==> src/rtl/pipe_stage_reg.sv <==
// Pipeline stage register carrying payload, pc, destination, write-enable and Tnew,
// with stall/flush control and a saturating count of bubbles loaded since reset.
module pipe_stage_reg #(
    parameter int          PAYLOAD_W        = 64,
    parameter int          TNEW_W           = 2,
    parameter bit          DEC_TNEW         = 1'b1,
    parameter bit          KEEP_PC_ON_FLUSH = 1'b1,
    parameter logic [31:0] RESET_PC         = 32'h0000_3000,
    parameter int          CNT_W            = 16
) (
    input  logic                 clk,
    input  logic                 reset,
    input  logic                 stall_in,
    input  logic                 flush_in,
    input  logic                 in_valid,
    input  logic [PAYLOAD_W-1:0] in_payload,
    input  logic [31:0]          in_pc,
    input  logic [4:0]           in_a3,
    input  logic                 in_regwe,
    input  logic [TNEW_W-1:0]    in_tnew,
    output logic                 out_valid,
    output logic [PAYLOAD_W-1:0] out_payload,
    output logic [31:0]          out_pc,
    output logic [4:0]           out_a3,
    output logic                 out_regwe,
    output logic [TNEW_W-1:0]    out_tnew,
    output logic [CNT_W-1:0]     bubble_cnt
);

    localparam logic [CNT_W-1:0] CNT_MAX = '1;

    logic                 wr_gate;
    logic [TNEW_W-1:0]    tnew_load;
    logic [CNT_W-1:0]     bubble_cnt_inc;

    assign wr_gate = in_valid & in_regwe;

    always_comb begin
        tnew_load = '0;
        if (in_valid) begin
            if (DEC_TNEW) begin
                tnew_load = (in_tnew == '0) ? '0 : in_tnew - TNEW_W'(1);
            end else begin
                tnew_load = in_tnew;
            end
        end
    end

    // Saturate rather than wrap so a long-running count never looks small again.
    assign bubble_cnt_inc = (bubble_cnt == CNT_MAX) ? bubble_cnt : bubble_cnt + CNT_W'(1);

    always_ff @(posedge clk) begin
        if (reset) begin
            out_valid   <= 1'b0;
            out_payload <= '0;
            out_pc      <= RESET_PC;
            out_a3      <= '0;
            out_regwe   <= 1'b0;
            out_tnew    <= '0;
            bubble_cnt  <= '0;
        end else if (flush_in) begin
            out_valid   <= 1'b0;
            out_payload <= '0;
            out_pc      <= KEEP_PC_ON_FLUSH ? in_pc : 32'h0;
            out_a3      <= '0;
            out_regwe   <= 1'b0;
            out_tnew    <= '0;
            bubble_cnt  <= bubble_cnt_inc;
        end else if (!stall_in) begin
            out_valid   <= in_valid;
            out_payload <= in_valid ? in_payload : '0;
            out_pc      <= in_pc;
            out_a3      <= wr_gate ? in_a3 : '0;
            out_regwe   <= wr_gate;
            out_tnew    <= tnew_load;
            if (!in_valid) begin
                bubble_cnt <= bubble_cnt_inc;
            end
        end
    end

endmodule
==> config.mk <==
export PLATFORM = sky130hd
export DESIGN_NAME = pipe_stage_reg
export DESIGN_NICKNAME = d
export VERILOG_FILES = /design/src/rtl/pipe_stage_reg.sv
export SDC_FILE = /design/constraint.sdc
export NUM_CORES = 1
export LEC_CHECK = 0
export BUFFER_PORTS_ARGS = -buffer_cell sky130_fd_sc_hd__buf_2
export CORE_MARGIN = 2
export CORE_UTILIZATION = 45
export CTS_CLUSTER_SIZE = 40
export DETAILED_ROUTE_END_ITERATION = 6
export PLACE_DENSITY_LB_ADDON = 0.15
export SLEW_MARGIN = 20
export SYNTH_ARGS = -nofsm -noshare
export SYNTH_HDL_FRONTEND = slang
export SYNTH_SLANG_ARGS = --single-unit
==> constraint.sdc <==
create_clock -name clk -period 2.69 [get_ports clk]
set_input_delay 0.1345 -clock clk [delete_from_list [all_inputs] [get_ports clk]]
set_output_delay 0.1345 -clock clk [all_outputs]
set_load 0.01 [all_outputs]
Word-level counts from Yosys, hierarchy flattened
Index checks and enable logic that the tools add are counted.
Word-level totals
  bits of input ports: 109
  register bits after elaboration: 121
Operators by class
  reduce and logical (&&, ||, !) cells: 3
  equality and inequality tests: 3
  add/sub/neg operators: 2
  bitwise operators: 1
  muxes and demuxes: 10
Operators with widths (number)
  16-bit 2-to-1 mux: 4
  32-bit 2-to-1 mux: 2
  64-bit 2-to-1 mux: 1
  16-bit by 1-bit adder with 16-bit output (second input constant): 1
  16-bit equality test (second input constant): 1
  5-bit 2-to-1 mux: 1
  2-bit 2-to-1 mux: 2
  2-bit logical NOT: 1
  2-bit by 1-bit inequality test with 1-bit output (second input constant): 1
  2-bit inequality test (second input constant): 1
  2-bit AND reduction: 1
  2-bit OR reduction: 1
  2-bit by 1-bit subtractor with 2-bit output (second input constant): 1
  1-bit AND: 1

Longest topological paths before layout
Gate-level depths: netlist (run 1).
  word-level depth: 5
  depth in mapped cells: 6
  mapped depth without buffers: 5

Worst setup path before layout (run 1)
OpenSTA, ideal clock, no wires.
  path kind: flip-flop to flip-flop
  from: register bubble_cnt[0]
  to: register bubble_cnt[12]
  setup time: 0.121 ns
  path buffers: 1
  slack: 0.734 ns
  arrival time: 1.835 ns
  stages on the path, launching flop included: 7
  path through: dfxtp_1 ha_1 nand3_1 or3b_1 buf_2 nor4_1 mux2_2
Between the ends
  cells in the longest elaborated chain, start to end: 5
RTL lines
  from (decl): RTL line 27  | output logic [CNT_W-1:0] bubble_cnt
  from (signal assigned): RTL line 68  | bubble_cnt <= bubble_cnt_inc;
  from (signal assigned): RTL line 77  | bubble_cnt <= bubble_cnt_inc;
  16-bit by 1-bit adder with 16-bit output / 16-bit equality test (equally long branches): RTL line 50  | assign bubble_cnt_inc = (bubble_cnt == CNT_MAX) ? bubble_cnt : bubble_cnt + CNT_W'(1);
  16-bit 2-to-1 mux *: RTL line 50
  16-bit 2-to-1 mux: RTL line 76  | if (!in_valid) begin
  16-bit 2-to-1 mux: RTL line 69  | end else if (!stall_in) begin
  16-bit 2-to-1 mux *: RTL line 61  | end else if (flush_in) begin
Mark *: on every way between the ends. The rest lies on a longest branch, timed or not. The select of a mux whose other input is x is not followed.
A chain may end at the register's enable or synchronous reset.

Worst setup path after layout (run 1)
  from: register bubble_cnt[0]
  to: register bubble_cnt[14]
Same word-level chain as after synthesis.

==> flow_summary.toml, run 1 <==
[run_status]
outcome = "finished, final reports clean"

[worst_setup_path]
ff2ff_path_depth = 5
worstPathCellList = "ha_1 > nand3_1 > or3b_1 > nor4_1 > mux2_2"
path_buf_inv = 0
cp-start-kind = "flop"
r2r_start = "bubble_cnt[0]$_SDFFE_PP0P_"
path_max_fanout = 7
cp-end-kind = "flop"
cp_slowest_stage_delay_ps = 480
crit_path_start = "bubble_cnt[0]$_SDFFE_PP0P_"
crit_family = "simple AND/OR/NAND/NOR gates"
criticalPathCategory = "flop to flop"
cp.depth = 5
arrival_ps = 2500
required_ps = 3100
slowest_stage = "or3b_1"

[yosys]
synth_async_sr_flop_share = 0
avgSynthCellArea_sq_um = 8.83
synth_cell_type_count = 35
synth-seq-cells = 121
synth_cells = 498
synthTopCellsByArea = "dfxtp_1 (55%), a22oi_1 (11%), nor2_1 (7.3%), nand2_1 (5.8%), a21oi_1 (5.1%)"
synth_edf_count = 0
synth_nets = 608
ys.flop_type = "dfxtp_1"
synth_top_area_cell = "dfxtp_1"
netlist_area_sq_um = 4400
yosysSeqAreaShare = 0.551
netlist.area_leader.share = 0.551
yosys_warnings = 0

[global_routing]
gr-total-overflow = 0
use_met2 = 0.456
use_met3 = 0.0834
antenna_found_initial = 0
grt_max_degree = 85
grt_pass1_vias = 4790
use_met1 = 0.279
gr-usage-all-layers = 0.262
grt.busiest_layer = "met2"
grt_pass1_wl_mm = 21.6

[drt]
routed_wl_mm = 14.7
antenna_left = 0
avgRoutedWirePerCell_um = 15.3
first_iter_violations = 169
drc = 0
via_per_inst = 5.19
route.vias.total = 4963
firstDrtPassIters = 5

[power]
leakage_nw = 3.30
p_comb_frac = 0.108
p_per_area_nw_per_um2 = 620
sequentialPowerShare = 0.424
clkPwrFrac = 0.468
switching_share = 0.242
p_int_w = 0.00336
switchingPower_w = 0.00107
peakVddDrop_v = 0.000374

[die]
die-area_sq_um = 10600
die_w_um = 103
io_pins = 230
coreArea_sq_um = 9640
die_h_um = 103
floorplan.initialDensity = 0.456
rows = 36

[cts]
cts.repair.resized = 0
cts.clk_slew.worst_paths_ps = 60
clkLatencyLatePin_ps = 520
htreeDepth = 4
cts-buffers-inserted = 17
clock-sinks = 121
root_buffer = "clkbuf_8"
cts_tree = "yes"
cts_max_path_buffers = 2

[finish]
syn_to_final_growth_pct = 62.7
drive_gt1_frac = 0.335
final_net_count = 921
antenna_cells = 0
seq_area_sq_um = 2420
multiInputGateArea_sq_um = 1810
fillers = 711

[job]
drv_cap = 0

[timing]
tightest_slew_ps = 863
relSlewSlack = 0.425
fin_hold_ws_ps = 22.1
fin_skew_ps = 8.36
finalHoldViolations = 0
slew_violations = 0
finalSetupViolCount = 0
min_period_over_period = 0.776
rsz0062_at_grt = "false"
tns_ps = 0
fmax_mhz = 479
layout_min_cycle_time_ps = 2090

[placed_design]
hpwlAfterDp_mm = 8.35
numPortBuffers = 229
gp_congestion = 0.772

[worst_hold_path]
worstHoldStart = "in_a3[3]"
min_path_cells = 4
hp-class = "input port to flop"
-- cells in the final DEF, fill, tap and decap left out, types with 6 or more instances in the layout --
cell type and count:
mux2_2 6, a22oi_1 64, dfxtp_1 121, nand2_1 68, buf_2 229, a21oi_1 45, clkbuf_16 16, dlygate4sd3_1 98
nand3_1 6, nor2_1 86
-- worst min-delay path: cells and delay by family --
family / cells / cell delay (ps)
compound gates: 1 / 60
buf+inv: 1 / 70
simple gates: 2 / 230
-- worst paths after layout --
check                                endpoint  slack, ps
hold / removal         out_a3[3]$_SDFFE_PP0N_         20
hold reg to reg        out_pc[2]$_SDFFE_PP0P_        450
setup reg to reg  bubble_cnt[14]$_SDFFE_PP0P_        600
setup / recovery  bubble_cnt[14]$_SDFFE_PP0P_        600
-- repair_timing --
| action | CTS | global route |
|---|---|---|
| hold buffers | 98 | 0 |
| setup buffers | 0 | 0 |
| hold endpoints to repair | 97 | 0 |
-- stage by stage --
stage / worst slack (ps) / std cells / utilization / total power, W / cell area (sq um)
3_5_place_dp: 597 / 827 / 0.583 / 0.00227 / 5620
4_1_cts: 589 / 957 / 0.742 / 0.00444 / 7150
2_1_floorplan: 734 / 498 / - / 0.00210 / 4400
3_3_place_gp: 735 / 827 / 0.583 / 0.00226 / 5620
5_1_grt: 516 / 957 / 0.742 / 0.00459 / 7150
6_report: 602 / 957 / 0.742 / 0.00443 / 7150
-- layer usage --
metal  wire length [um]  part of all wire
met3               1080             0.073
met2               7490              0.51
met1               5520              0.38
met5                  0                 0
met4                593             0.040
-- power groups by stage --
stage,Sequential [W],Clock (W),Combinational [W]
finish,0.00188,0.00207,0.000481
global route,0.00188,0.00218,0.000522
CTS,0.00188,0.00209,0.000467
detailed placement,0.00192,0,0.000355
global placement,0.00191,0,0.000348
floorplan,0.00194,0,0.000156
-- kinds of logic after synthesis --
logic type	synth area share
mux	0.0176
compound gates	0.186
simple gates	0.204
flops	0.551
fa+ha+maj	0.00285
buf+inv	0.0387
-- state kept, by name, indices dropped and copies added, names as in the netlist --
signal	flops
out_payload	64
out_pc	32
bubble_cnt	16
out_a3	5
out_tnew	2
out_regwe	1
out_valid	1
-- layout make-up --
class                           count  share of cell area
Sequential cell                   121               0.339
Inverter                            5             0.00262
Tap cell                          133              0.0233
Timing Repair Buffer              333               0.305
Multi-Input combinational cell    333               0.253
Clock buffer                       20              0.0623
Clock inverter                     12              0.0142
-- Yosys cell counts (all sizes together) (2+ instances only) --
cell type	number
a211oi	2
a21oi	45
a22oi	64
a31oi	3
and4	2
buf	5
clkbuf	34
dfxtp	121
inv	5
mux2	6
nand2	68
nand2b	3
nand3	6
nand3b	2
nand4	4
nor2	86
nor2b	7
nor3	4
nor3b	5
nor4	5
o21bai	2
o31ai	5
or4	5
Note: power is estimated with default switching activity, not from simulation.
==> inputs of run 2 (changes only) <==
- clock period: 2.69 -> 1.95 ns (I/O delays scaled with it)
==> flow_summary.toml, run 2 (same netlist as run 1, synthesis figures left out) <==
[worst_hold_path]
min_path_cells = 5
hp-class = "input port to flop"

[worst_setup_path]
arrival_ps = 2270
criticalPathCategory = "flop to flop"
path_max_fanout = 7
cp-start-kind = "flop"
ff2ff_path_depth = 5
required_ps = 2350
cp-end-kind = "flop"

[cts]
postCtsSetupBuffers = 0
cts_tree = "yes"
root_buffer = "clkbuf_8"
cts_max_path_buffers = 2
cts.clk_slew.worst_paths_ps = 60
clkLatencyLatePin_ps = 510
htreeDepth = 4
clock-sinks = 121
cts-buffers-inserted = 17

[finish]
top_register = "out_payload"
final_common_cell = "buf_2"
largest_register_ffs = 64
final_cell_mix = "buf_2 (229), dfxtp_1 (120), dlygate4sd3_1 (104)"
final_net_count = 935
fillers = 665
largestRegisters = "out_payload (64), out_pc (32), bubble_cnt (16)"
stdcell_count = 971
syn_to_final_growth_pct = 68.3
drive_gt1_frac = 0.345
antenna_cells = 0

[timing]
setup_slack_ps = 76.7
fmax_mhz = 534
finalSetupViolCount = 0
tns_ps = 0
finalHoldViolations = 0
rsz0062_at_grt = "true"
tightest_slew_ps = 674
fin_hold_ws_ps = 34.0
min_period_over_period = 0.961
relSlewSlack = 0.551
slew_violations = 0
layout_min_cycle_time_ps = 1870
fin_skew_ps = 5.26

[die]
coreArea_sq_um = 9640
floorplan.initialDensity = 0.456
die-area_sq_um = 10600
die_w_um = 103
die_h_um = 103
rows = 36
io_pins = 230

[drt]
first_iter_violations = 148
routed_wl_mm = 15.3
route.vias.total = 5050
firstDrtPassIters = 6
drc = 0
via_per_inst = 5.20
avgRoutedWirePerCell_um = 15.8
antenna_left = 0

[power]
p_per_area_nw_per_um2 = 891
peakVddDrop_v = 0.000694
leakage_nw = 3.42

[placed_design]
numPortBuffers = 229
preCtsSetupSlack_ps = 4.15
hpwlAfterDp_mm = 8.46
gp_congestion = 0.757
dp.cells = 834

[global_routing]
gr-usage-all-layers = 0.275
grt_max_degree = 68
grt_pass1_vias = 4951
antenna_found_initial = 0
gr-total-overflow = 0
grt_pass1_wl_mm = 22.5

[run_status]
outcome = "finished, final reports clean"

[job]
drv_cap = 0
-- run 2: cell count changes in the layout (fill, tap and decap cells not counted), sizes merged --
| cell | change |
|---|---|
| dlygate4sd3 | +6 |
| bufinv | +3 |
| inv | +1 |
| buf | +8 |
| clkbuf | -1 |
| clkinvlp | -3 |
-- run 2: layout make-up --
cell class | instances | area [sq um] | share of cell area
clock buffer | 19 | 442 | 0.0597
clock inverter | 13 | 193 | 0.0260
inverter | 5 | 18.8 | 0.00254
multi-input combinational | 333 | 1830 | 0.247
sequential | 121 | 2420 | 0.328
tap | 133 | 166 | 0.0225
timing repair buffer | 347 | 2330 | 0.315
-- run 2: worst paths after layout --
check | from | endpoint | slack (ps)
worst max register to register | bubble_cnt[0]$_SDFFE_PP0P_ | bubble_cnt[14]$_SDFFE_PP0P_ | 80
worst min register to register | out_pc[17]$_SDFFE_PP0P_ | out_pc[17]$_SDFFE_PP0P_ | 450
worst min-delay path | in_valid | out_tnew[1]$_SDFFE_PP0N_ | 30
worst max-delay path | bubble_cnt[0]$_SDFFE_PP0P_ | bubble_cnt[14]$_SDFFE_PP0P_ | 80
-- run 2: per-stage QoR --
step | area (sq um) | util | power [W]
2_1_floorplan | 4400 | - | 0.00289
3_3_place_gp | 5690 | 0.590 | 0.00313
3_5_place_dp | 5690 | 0.590 | 0.00314
4_1_cts | 7370 | 0.765 | 0.00660
5_1_grt | 7400 | 0.768 | 0.00681
6_report | 7400 | 0.768 | 0.00659
-- run 2: what timing repair did --
action | CTS | global route
cloned | 0 | 0
gates resized for setup | 1 | 2
hold buffers | 104 | 0
endpoints found under the hold margin | 103 | 0
endpoints found under the setup margin | 1 | 4
-- run 2: routing by layer --
layer / global-route usage / wire length [um]
met5: 0 / 0
met4: 0.171 / 678
met3: 0.0753 / 997
met2: 0.501 / 7940
met1: 0.276 / 5680
-- run 2: critical path, stage by stage, from the launching register on --
cell and delay [ps]:
dfxtp_2 360, ha_1 190, nand3_1 120, or3b_4 440, nor4_2 290, mux2_2 360
-- run 2: power breakdown --
| group | leakage [nW] | internal, W | switching, W |
|---|---|---|---|
| clock network | 0.305 | 0.00215 | 0.00115 |
| registers | 0.986 | 0.00255 | 0.0000417 |
| logic | 2.13 | 0.000365 | 0.000330 |
| total | 3.42 | 0.00507 | 0.00152 |
